==> src/rtl/draw_rect_char_pkg.sv <==
// Shared VGA bus widths, text-box geometry and pipeline payload types for the text overlay.
// Used by draw_rect_char (optional blink enabled with DRAW_CHAR_BLINK_EN).
package draw_rect_char_pkg;

  localparam int HCNT_W    = 11;
  localparam int RGB_W     = 12;
  localparam int CHAR_W    = 8;
  localparam int CHAR_H    = 16;
  localparam int TEXT_COLS = 16;
  localparam int TEXT_ROWS = 16;
  localparam int BOX_W     = CHAR_W * TEXT_COLS;
  localparam int BOX_H     = CHAR_H * TEXT_ROWS;

  typedef struct packed {
    logic [HCNT_W-1:0] hcount;
    logic [HCNT_W-1:0] vcount;
    logic              hsync;
    logic              vsync;
    logic              hblnk;
    logic              vblnk;
    logic [RGB_W-1:0]  rgb;
  } vga_bus_t;

  localparam int BUS_W = $bits(vga_bus_t);

  // Glyph-bit selector travelling alongside the font ROM lookup.
  typedef struct packed {
    logic       in_box;
    logic [2:0] bit_idx;
  } pix_sel_t;

  localparam int SEL_W = $bits(pix_sel_t);

  // Half-open range test done in int so lo+len cannot overflow the 11-bit counter.
  function automatic logic in_range(logic [HCNT_W-1:0] v, int lo, int len);
    return (int'(v) >= lo) && (int'(v) < lo + len);
  endfunction

endpackage

==> src/rtl/draw_rect_char_if.sv <==
// VGA timing/pixel bus; master drives it, slave consumes it.
interface draw_rect_char_if;
  import draw_rect_char_pkg::*;

  logic [HCNT_W-1:0] hcount;
  logic [HCNT_W-1:0] vcount;
  logic              hsync;
  logic              vsync;
  logic              hblnk;
  logic              vblnk;
  logic [RGB_W-1:0]  rgb;

  modport master (output hcount, vcount, hsync, vsync, hblnk, vblnk, rgb);
  modport slave  (input  hcount, vcount, hsync, vsync, hblnk, vblnk, rgb);

endinterface

==> src/rtl/draw_rect_char_delay.sv <==
// vga_delay: reset-clearable WIDTH-bit shift register, CLK_DEL clocks deep (0 = wire).
module vga_delay #(
  parameter int WIDTH   = 8,
  parameter int CLK_DEL = 1
) (
  input  logic             clk,
  input  logic             rst_n,
  input  logic [WIDTH-1:0] din_i,
  output logic [WIDTH-1:0] dout_o
);

  generate
    if (CLK_DEL == 0) begin : g_pass
      assign dout_o = din_i;
    end else begin : g_sr
      logic [CLK_DEL-1:0][WIDTH-1:0] sr_q;

      always_ff @(posedge clk or negedge rst_n) begin
        if (!rst_n) begin
          sr_q <= '0;
        end else begin
          sr_q[0] <= din_i;
          for (int i = 1; i < CLK_DEL; i++) sr_q[i] <= sr_q[i-1];
        end
      end

      assign dout_o = sr_q[CLK_DEL-1];
    end
  endgenerate

endmodule

==> src/rtl/draw_rect_char.sv <==
// Text overlay: addresses char/font ROMs from the timing counters and paints set glyph bits.
// Define DRAW_CHAR_BLINK_EN to blink the text every BLINK_FRAMES vsync edges.
module draw_rect_char
  import draw_rect_char_pkg::*;
#(
  parameter logic [HCNT_W-1:0] XPOS         = 11'd100,
  parameter logic [HCNT_W-1:0] YPOS         = 11'd100,
  parameter logic [RGB_W-1:0]  TEXT_COLOR   = 12'hFFF,
  parameter int                ROM_LAT      = 2,
  parameter int                BLINK_FRAMES = 32
) (
  input  logic             clk,
  input  logic             rst_n,
  draw_rect_char_if.slave  vga_in,
  draw_rect_char_if.master vga_out,
  input  logic [7:0]       char_pixels,
  output logic [7:0]       char_xy,
  output logic [3:0]       char_line
);

  vga_bus_t bus_in, bus_dly, bus_q;
  pix_sel_t sel_in, sel_dly;
  logic [6:0] dx;
  logic [7:0] dy;
  logic       in_box;
  logic       hidden;
  logic [7:0] char_xy_d, char_xy_q;

  assign bus_in.hcount = vga_in.hcount;
  assign bus_in.vcount = vga_in.vcount;
  assign bus_in.hsync  = vga_in.hsync;
  assign bus_in.vsync  = vga_in.vsync;
  assign bus_in.hblnk  = vga_in.hblnk;
  assign bus_in.vblnk  = vga_in.vblnk;
  assign bus_in.rgb    = vga_in.rgb;

  // Only the low bits of the box-relative offsets address the 16x16 cell grid.
  assign dx = 7'(vga_in.hcount - XPOS);
  assign dy = 8'(vga_in.vcount - YPOS);

  assign in_box = in_range(vga_in.hcount, int'(XPOS), BOX_W) &&
                  in_range(vga_in.vcount, int'(YPOS), BOX_H) &&
                  !vga_in.hblnk && !vga_in.vblnk;

  assign char_xy_d      = in_box ? {dy[7:4], dx[6:3]} : 8'h00;
  assign sel_in.in_box  = in_box;
  assign sel_in.bit_idx = 3'd7 - dx[2:0];

  always_ff @(posedge clk or negedge rst_n) begin
    if (!rst_n) char_xy_q <= '0;
    else        char_xy_q <= char_xy_d;
  end

  assign char_xy = char_xy_q;

  // Glyph line arrives at the font ROM in step with the char ROM's registered code.
  vga_delay #(.WIDTH(4), .CLK_DEL(ROM_LAT)) u_line_dly (
    .clk    (clk),
    .rst_n  (rst_n),
    .din_i  (dy[3:0]),
    .dout_o (char_line)
  );

  vga_delay #(.WIDTH(SEL_W), .CLK_DEL(ROM_LAT + 1)) u_sel_dly (
    .clk    (clk),
    .rst_n  (rst_n),
    .din_i  (sel_in),
    .dout_o (sel_dly)
  );

  vga_delay #(.WIDTH(BUS_W), .CLK_DEL(ROM_LAT + 1)) u_bus_dly (
    .clk    (clk),
    .rst_n  (rst_n),
    .din_i  (bus_in),
    .dout_o (bus_dly)
  );

`ifdef DRAW_CHAR_BLINK_EN
  localparam int BLINK_W = $clog2(2 * BLINK_FRAMES);

  logic               vsync_prev_q;
  logic [BLINK_W-1:0] frame_q;

  // Counter only moves on a vsync rising edge, so visibility never flips mid-frame.
  always_ff @(posedge clk or negedge rst_n) begin
    if (!rst_n) begin
      vsync_prev_q <= 1'b0;
      frame_q      <= '0;
    end else begin
      vsync_prev_q <= vga_in.vsync;
      if (vga_in.vsync && !vsync_prev_q)
        frame_q <= (frame_q == BLINK_W'(2 * BLINK_FRAMES - 1)) ? '0 : frame_q + BLINK_W'(1);
    end
  end

  assign hidden = (frame_q >= BLINK_W'(BLINK_FRAMES));
`else
  assign hidden = 1'b0;
`endif

  always_ff @(posedge clk or negedge rst_n) begin
    if (!rst_n) begin
      bus_q <= '0;
    end else begin
      bus_q <= bus_dly;
      if (sel_dly.in_box && char_pixels[sel_dly.bit_idx] && !hidden)
        bus_q.rgb <= TEXT_COLOR;
    end
  end

  assign vga_out.hcount = bus_q.hcount;
  assign vga_out.vcount = bus_q.vcount;
  assign vga_out.hsync  = bus_q.hsync;
  assign vga_out.vsync  = bus_q.vsync;
  assign vga_out.hblnk  = bus_q.hblnk;
  assign vga_out.vblnk  = bus_q.vblnk;
  assign vga_out.rgb    = bus_q.rgb;

endmodule
==> src/flat_wrapper.sv <==
// flat-port wrapper written by rule: the top's interface ports become plain ports
module draw_rect_char_flat import draw_rect_char_pkg::*;
#(
  parameter logic [HCNT_W-1:0] XPOS         = 11'd100,
  parameter logic [HCNT_W-1:0] YPOS         = 11'd100,
  parameter logic [RGB_W-1:0]  TEXT_COLOR   = 12'hFFF,
  parameter int                ROM_LAT      = 2,
  parameter int                BLINK_FRAMES = 32
)
  (clk, rst_n, char_pixels, char_xy, char_line, vga_in_hcount, vga_in_vcount, vga_in_hsync, vga_in_vsync, vga_in_hblnk, vga_in_vblnk, vga_in_rgb, vga_out_hcount, vga_out_vcount, vga_out_hsync, vga_out_vsync, vga_out_hblnk, vga_out_vblnk, vga_out_rgb);
  draw_rect_char_if vga_in_i ();
  draw_rect_char_if vga_out_i ();
  input  logic clk;
  input  logic rst_n;
  input  logic [7:0] char_pixels;
  output logic [7:0] char_xy;
  output logic [3:0] char_line;
  input wire logic [$bits(vga_in_i.hcount)-1:0] vga_in_hcount;
  input wire logic [$bits(vga_in_i.vcount)-1:0] vga_in_vcount;
  input wire logic [$bits(vga_in_i.hsync)-1:0] vga_in_hsync;
  input wire logic [$bits(vga_in_i.vsync)-1:0] vga_in_vsync;
  input wire logic [$bits(vga_in_i.hblnk)-1:0] vga_in_hblnk;
  input wire logic [$bits(vga_in_i.vblnk)-1:0] vga_in_vblnk;
  input wire logic [$bits(vga_in_i.rgb)-1:0] vga_in_rgb;
  output wire logic [$bits(vga_out_i.hcount)-1:0] vga_out_hcount;
  output wire logic [$bits(vga_out_i.vcount)-1:0] vga_out_vcount;
  output wire logic [$bits(vga_out_i.hsync)-1:0] vga_out_hsync;
  output wire logic [$bits(vga_out_i.vsync)-1:0] vga_out_vsync;
  output wire logic [$bits(vga_out_i.hblnk)-1:0] vga_out_hblnk;
  output wire logic [$bits(vga_out_i.vblnk)-1:0] vga_out_vblnk;
  output wire logic [$bits(vga_out_i.rgb)-1:0] vga_out_rgb;
  assign vga_in_i.hcount = vga_in_hcount;
  assign vga_in_i.vcount = vga_in_vcount;
  assign vga_in_i.hsync = vga_in_hsync;
  assign vga_in_i.vsync = vga_in_vsync;
  assign vga_in_i.hblnk = vga_in_hblnk;
  assign vga_in_i.vblnk = vga_in_vblnk;
  assign vga_in_i.rgb = vga_in_rgb;
  assign vga_out_hcount = vga_out_i.hcount;
  assign vga_out_vcount = vga_out_i.vcount;
  assign vga_out_hsync = vga_out_i.hsync;
  assign vga_out_vsync = vga_out_i.vsync;
  assign vga_out_hblnk = vga_out_i.hblnk;
  assign vga_out_vblnk = vga_out_i.vblnk;
  assign vga_out_rgb = vga_out_i.rgb;
  draw_rect_char #(.XPOS(XPOS), .YPOS(YPOS), .TEXT_COLOR(TEXT_COLOR), .ROM_LAT(ROM_LAT), .BLINK_FRAMES(BLINK_FRAMES)) u_core (.clk(clk), .rst_n(rst_n), .vga_in(vga_in_i), .vga_out(vga_out_i), .char_pixels(char_pixels), .char_xy(char_xy), .char_line(char_line));
endmodule
==> config.mk <==
export PLATFORM = sky130hd
export DESIGN_NAME = draw_rect_char_flat
export DESIGN_NICKNAME = d
export VERILOG_FILES = /design/src/rtl/draw_rect_char_pkg.sv /design/src/rtl/draw_rect_char_if.sv /design/src/rtl/draw_rect_char_delay.sv /design/src/rtl/draw_rect_char.sv /design/src/flat_wrapper.sv
export SDC_FILE = /design/constraint.sdc
export NUM_CORES = 1
export LEC_CHECK = 0
export ABC_CLOCK_PERIOD_IN_PS = 3900
export CORE_ASPECT_RATIO = 0.75
export CORE_UTILIZATION = 60
export CTS_BUF_LIST = sky130_fd_sc_hd__clkbuf_8
export DETAILED_ROUTE_END_ITERATION = 12
export DONT_BUFFER_PORTS = 1
export PLACE_DENSITY = 0.75
export SLEW_MARGIN = 25
export SYNTH_ARGS = -nofsm -noshare
export SYNTH_HDL_FRONTEND = slang
export SYNTH_SLANG_ARGS = --single-unit
export TNS_END_PERCENT = 1
==> constraint.sdc <==
create_clock -name clk -period 3.9 [get_ports clk]
set_clock_uncertainty 0.05 [all_clocks]
set_input_delay 0.195 -clock clk [delete_from_list [all_inputs] [get_ports clk]]
set_output_delay 0.195 -clock clk [all_outputs]
set_load 0.005 [all_outputs]
==> results.json <==
{
  "run_status": "finished, violations left",
  "violations": "negative hold slack",
  "cts_tree": "yes",
  "grt_setup_unrepaired": "false",
  "fin_nets": 350,
  "fin_crit_ns": 1.84,
  "grt_pass1_wl_um": 10400,
  "cts_resized": 0,
  "die_area_um2": 8550,
  "hold_ws_ns": -0.592,
  "p_per_area_nw_per_um2": 556,
  "worst_path_max_delay_cell": "o211ai_1",
  "fill_cells": 495,
  "synthesis.area_um2": 4910,
  "post_cts_buffers": 0,
  "synth_seq_cells": 173,
  "drt_iter0_markers": 83,
  "hold_path_class": "in2async",
  "finalCritPeriodShare_pct": 47.2,
  "maxSlewViolCount": 0,
  "insertion_delay_ns": 0.42,
  "r2r_slack_ns": 2.06,
  "synthCells": 247,
  "cp-end-kind": "register",
  "reg2reg_to": "u_core.vga_out.rgb[9]",
  "synth-seq-area-share_pct": 88.2,
  "setup_ws_ns": 2.06,
  "layoutNonFillerInstCount": 416,
  "ys_async_sr_fraction_pct": 100,
  "cts-hold-fix-buffers": 38,
  "cts_root_buffer": "clkbuf_8",
  "ys.flop_type": "dfrtp_1",
  "required_ns": 4.10,
  "crit_type": "reg2reg",
  "coreArea_um2": 7920,
  "path_max_fanout": 12,
  "wl_per_cell_um": 15.9,
  "worstMarginPinSlew_ns": 0.935,
  "rows": 28,
  "maxSlewHeadroom_pct": 37.4,
  "antenna_found_initial": 0,
  "initial_core_util_pct": 62.0,
  "ir_drop_mv": 0.295,
  "power_mw": 3.22,
  "gr-usage-all-layers_pct": 17.4,
  "cts_sinks": 173,
  "r2r_cells": 4,
  "area_growth_pct": 18.0,
  "cp-start-kind": "register",
  "grt_max_degree": 174,
  "h-tree-depth": 4,
  "drtAntennaViolNets": 0,
  "rr_startpoint": "u_core.u_sel_dly.dout_o[2]",
  "synthDistinctLibCells": 30,
  "clkTransAtPathRegs_ns": 0.08,
  "dpl.hpwl_um": 3840,
  "syn_nets": 299,
  "grt_overflow": 0,
  "dr.pass1.iters": 4,
  "setup_viol": 0,
  "fp.dieW_um": 106,
  "cts_made_buffers": 17,
  "path_cells": "mux2i_1, nand2_1, o211ai_1, nand2b_1",
  "ys_warn_count": 0,
  "multi_input_area_um2": 502,
  "arrival_ns": 2.04,
  "num_io_pins": 98,
  "max_cap_viol_count": 0,
  "drt-vias-per-instance": 4.81,
  "hold_viol": 173,
  "num_vias": 2003,
  "finalSetupTns_ns": 0,
  "syn_area_per_cell_um2": 19.9,
  "cts_buffer_depth": 2,
  "grt_pass1_vias": 2045,
  "diodes": 0,
  "die-height_um": 80.3,
  "drive_gt1_share_pct": 14.1,
  "place.gp.congestion": 0.727,
  "dp_cells": 346,
  "regArea_um2": 4330,
  "max_stage_delay_ns": 0.75,
  "routed_wl_um": 6620,
  "io_buffers": 0,
  "route.detailed.drc": 0,
  "p_leak_nw": 2.62,
  "pre_cts_ws_ns": 2.03,
  "fmax_mhz": 544,
  "synth-edff-count": 0
}
## worst max path at each step
stage / from / end / slack (ns) / depth (start not counted)
2_1_floorplan: u_core.u_sel_dly.dout_o[1] / u_core.vga_out.rgb[10] / 2.39 / 5
3_3_place_gp: u_core.u_sel_dly.dout_o[1] / u_core.vga_out.rgb[9] / 2.18 / 4
3_5_place_dp: u_core.u_sel_dly.dout_o[2] / u_core.vga_out.rgb[9] / 2.03 / 4
4_1_cts: u_core.u_sel_dly.dout_o[2] / u_core.vga_out.rgb[9] / 2.00 / 4
5_1_grt: u_core.u_sel_dly.dout_o[2] / u_core.vga_out.rgb[9] / 1.87 / 4
6_report: u_core.u_sel_dly.dout_o[2] / u_core.vga_out.rgb[9] / 2.06 / 4
## cells by family (layout without fill, tap and decap cells)
| logic type | after synthesis | after routing | share of synthesized area [%] |
|---|---|---|---|
| muxes | 3 | 3 | 0.892 |
| DFF | 173 | 173 | 88.2 |
| xor gates and xnor gates | 7 | 7 | 1.25 |
| adders and majority gates | 4 | 4 | 1.02 |
| buffers and inverters | 15 | 79 | 1.56 |
| and+or+nand+nor | 35 | 35 | 5.35 |
| AOI/OAI and AO/OA | 10 | 10 | 1.71 |
## cell usage after synthesis (2+ instances only)
library cell	count	area (µm²)
dfrtp_1	173	4330
nand2b_1	13	81.3
inv_1	9	33.8
nor3_2	9	90.1
buf_4	5	37.5
ha_1	4	50.1
xor2_1	4	35.0
xnor2_1	3	26.3
a21oi_1	2	10.0
nand2_1	2	7.51
nor2b_1	2	12.5
o21ai_0	2	10.0
o31a_1	2	17.5
## metal layers
| metal | wire length, µm | global-route usage (%) |
|---|---|---|
| met5 | 0 | 0 |
| met3 | 443 | 8.12 |
| met2 | 3410 | 27.1 |
| met4 | 143 | 8.90 |
| met1 | 2620 | 20.6 |
## state kept, by name, summed over array words and instances (netlist names)
signal,cells
u_core.vga_out.hsync,1
u_core.vga_out.vblnk,1
u_core.vga_out.vsync,1
u_core.char_xy,8
u_core.u_line_dly.dout_o,2
u_core.u_sel_dly.g_sr.sr_q,8
u_core.vga_out.hblnk,1
u_core.vga_out.vcount,11
u_core.u_bus_dly.dout_o,37
u_core.u_sel_dly.dout_o,4
u_core.u_bus_dly.g_sr.sr_q,72
u_core.vga_out.rgb,12
u_core.u_line_dly.g_sr.sr_q,4
u_core.vga_out.hcount,11
## critical path: cells and delay by family, from the launching register on
family,cells,cell delay [ns]
flip-flops,1,0.44
AO/OA/AOI/OAI,1,0.75
multiplexers,1,0.22
AND/OR/NAND/NOR,2,0.22
## power by group
| part | internal, mW | switching [mW] | leakage, nW |
|---|---|---|---|
| logic | 0.0423 | 0.0284 | 0.373 |
| registers | 1.88 | 0.0298 | 2.04 |
| clock network | 0.652 | 0.591 | 0.205 |
## placed cells by master, fill, tap and decap left out
cell type,Yosys,routed
dfrtp_1,173,173
dlygate4sd3_1,0,38
clkbuf_8,0,18
nand2b_1,13,13
inv_1,9,11
nor3_2,9,9
xor2_1,4,4
ha_1,4,4
clkinvlp_4,0,4
xnor2_1,3,3
bufinv_16,0,3
inv_6,0,3
nand2_1,2,2
nor2b_1,2,2
a21oi_1,2,2
o31a_1,2,2
o21ai_0,2,2
nor4_1,1,1
a2111oi_0,1,1
o311ai_1,1,1
nand3_1,1,1
or3_1,1,1
or4_4,1,1
nor3_4,1,1
or4b_1,1,1
nand3b_1,1,1
o211ai_4,1,1
nor2_1,1,1
nor3_1,1,1
mux2i_1,1,1
mux2_2,1,1
mux4_2,1,1
o211ai_1,1,1
clkinv_2,0,1
clkinv_4,0,1
## layout make-up
cell class / instances / share of cell area (%)
clock inverter: 14 / 2.89
tap: 105 / 2.27
multi-input combinational: 59 / 8.66
timing repair buffer: 38 / 6.57
sequential: 173 / 74.7
clock buffer: 18 / 4.28
inverter: 9 / 0.583
## metrics by stage
stage | cell area [µm²] | hold slack (ns) | util, %
2_1_floorplan | 4910 | -0.151 | -
3_5_place_dp | 5000 | -0.147 | 63.1
4_1_cts | 5790 | -0.621 | 73.2
3_3_place_gp | 5000 | -0.147 | 63.1
6_report | 5790 | -0.592 | 73.2
5_1_grt | 5790 | -0.635 | 73.2
Note: power is estimated with default switching activity, not from simulation.
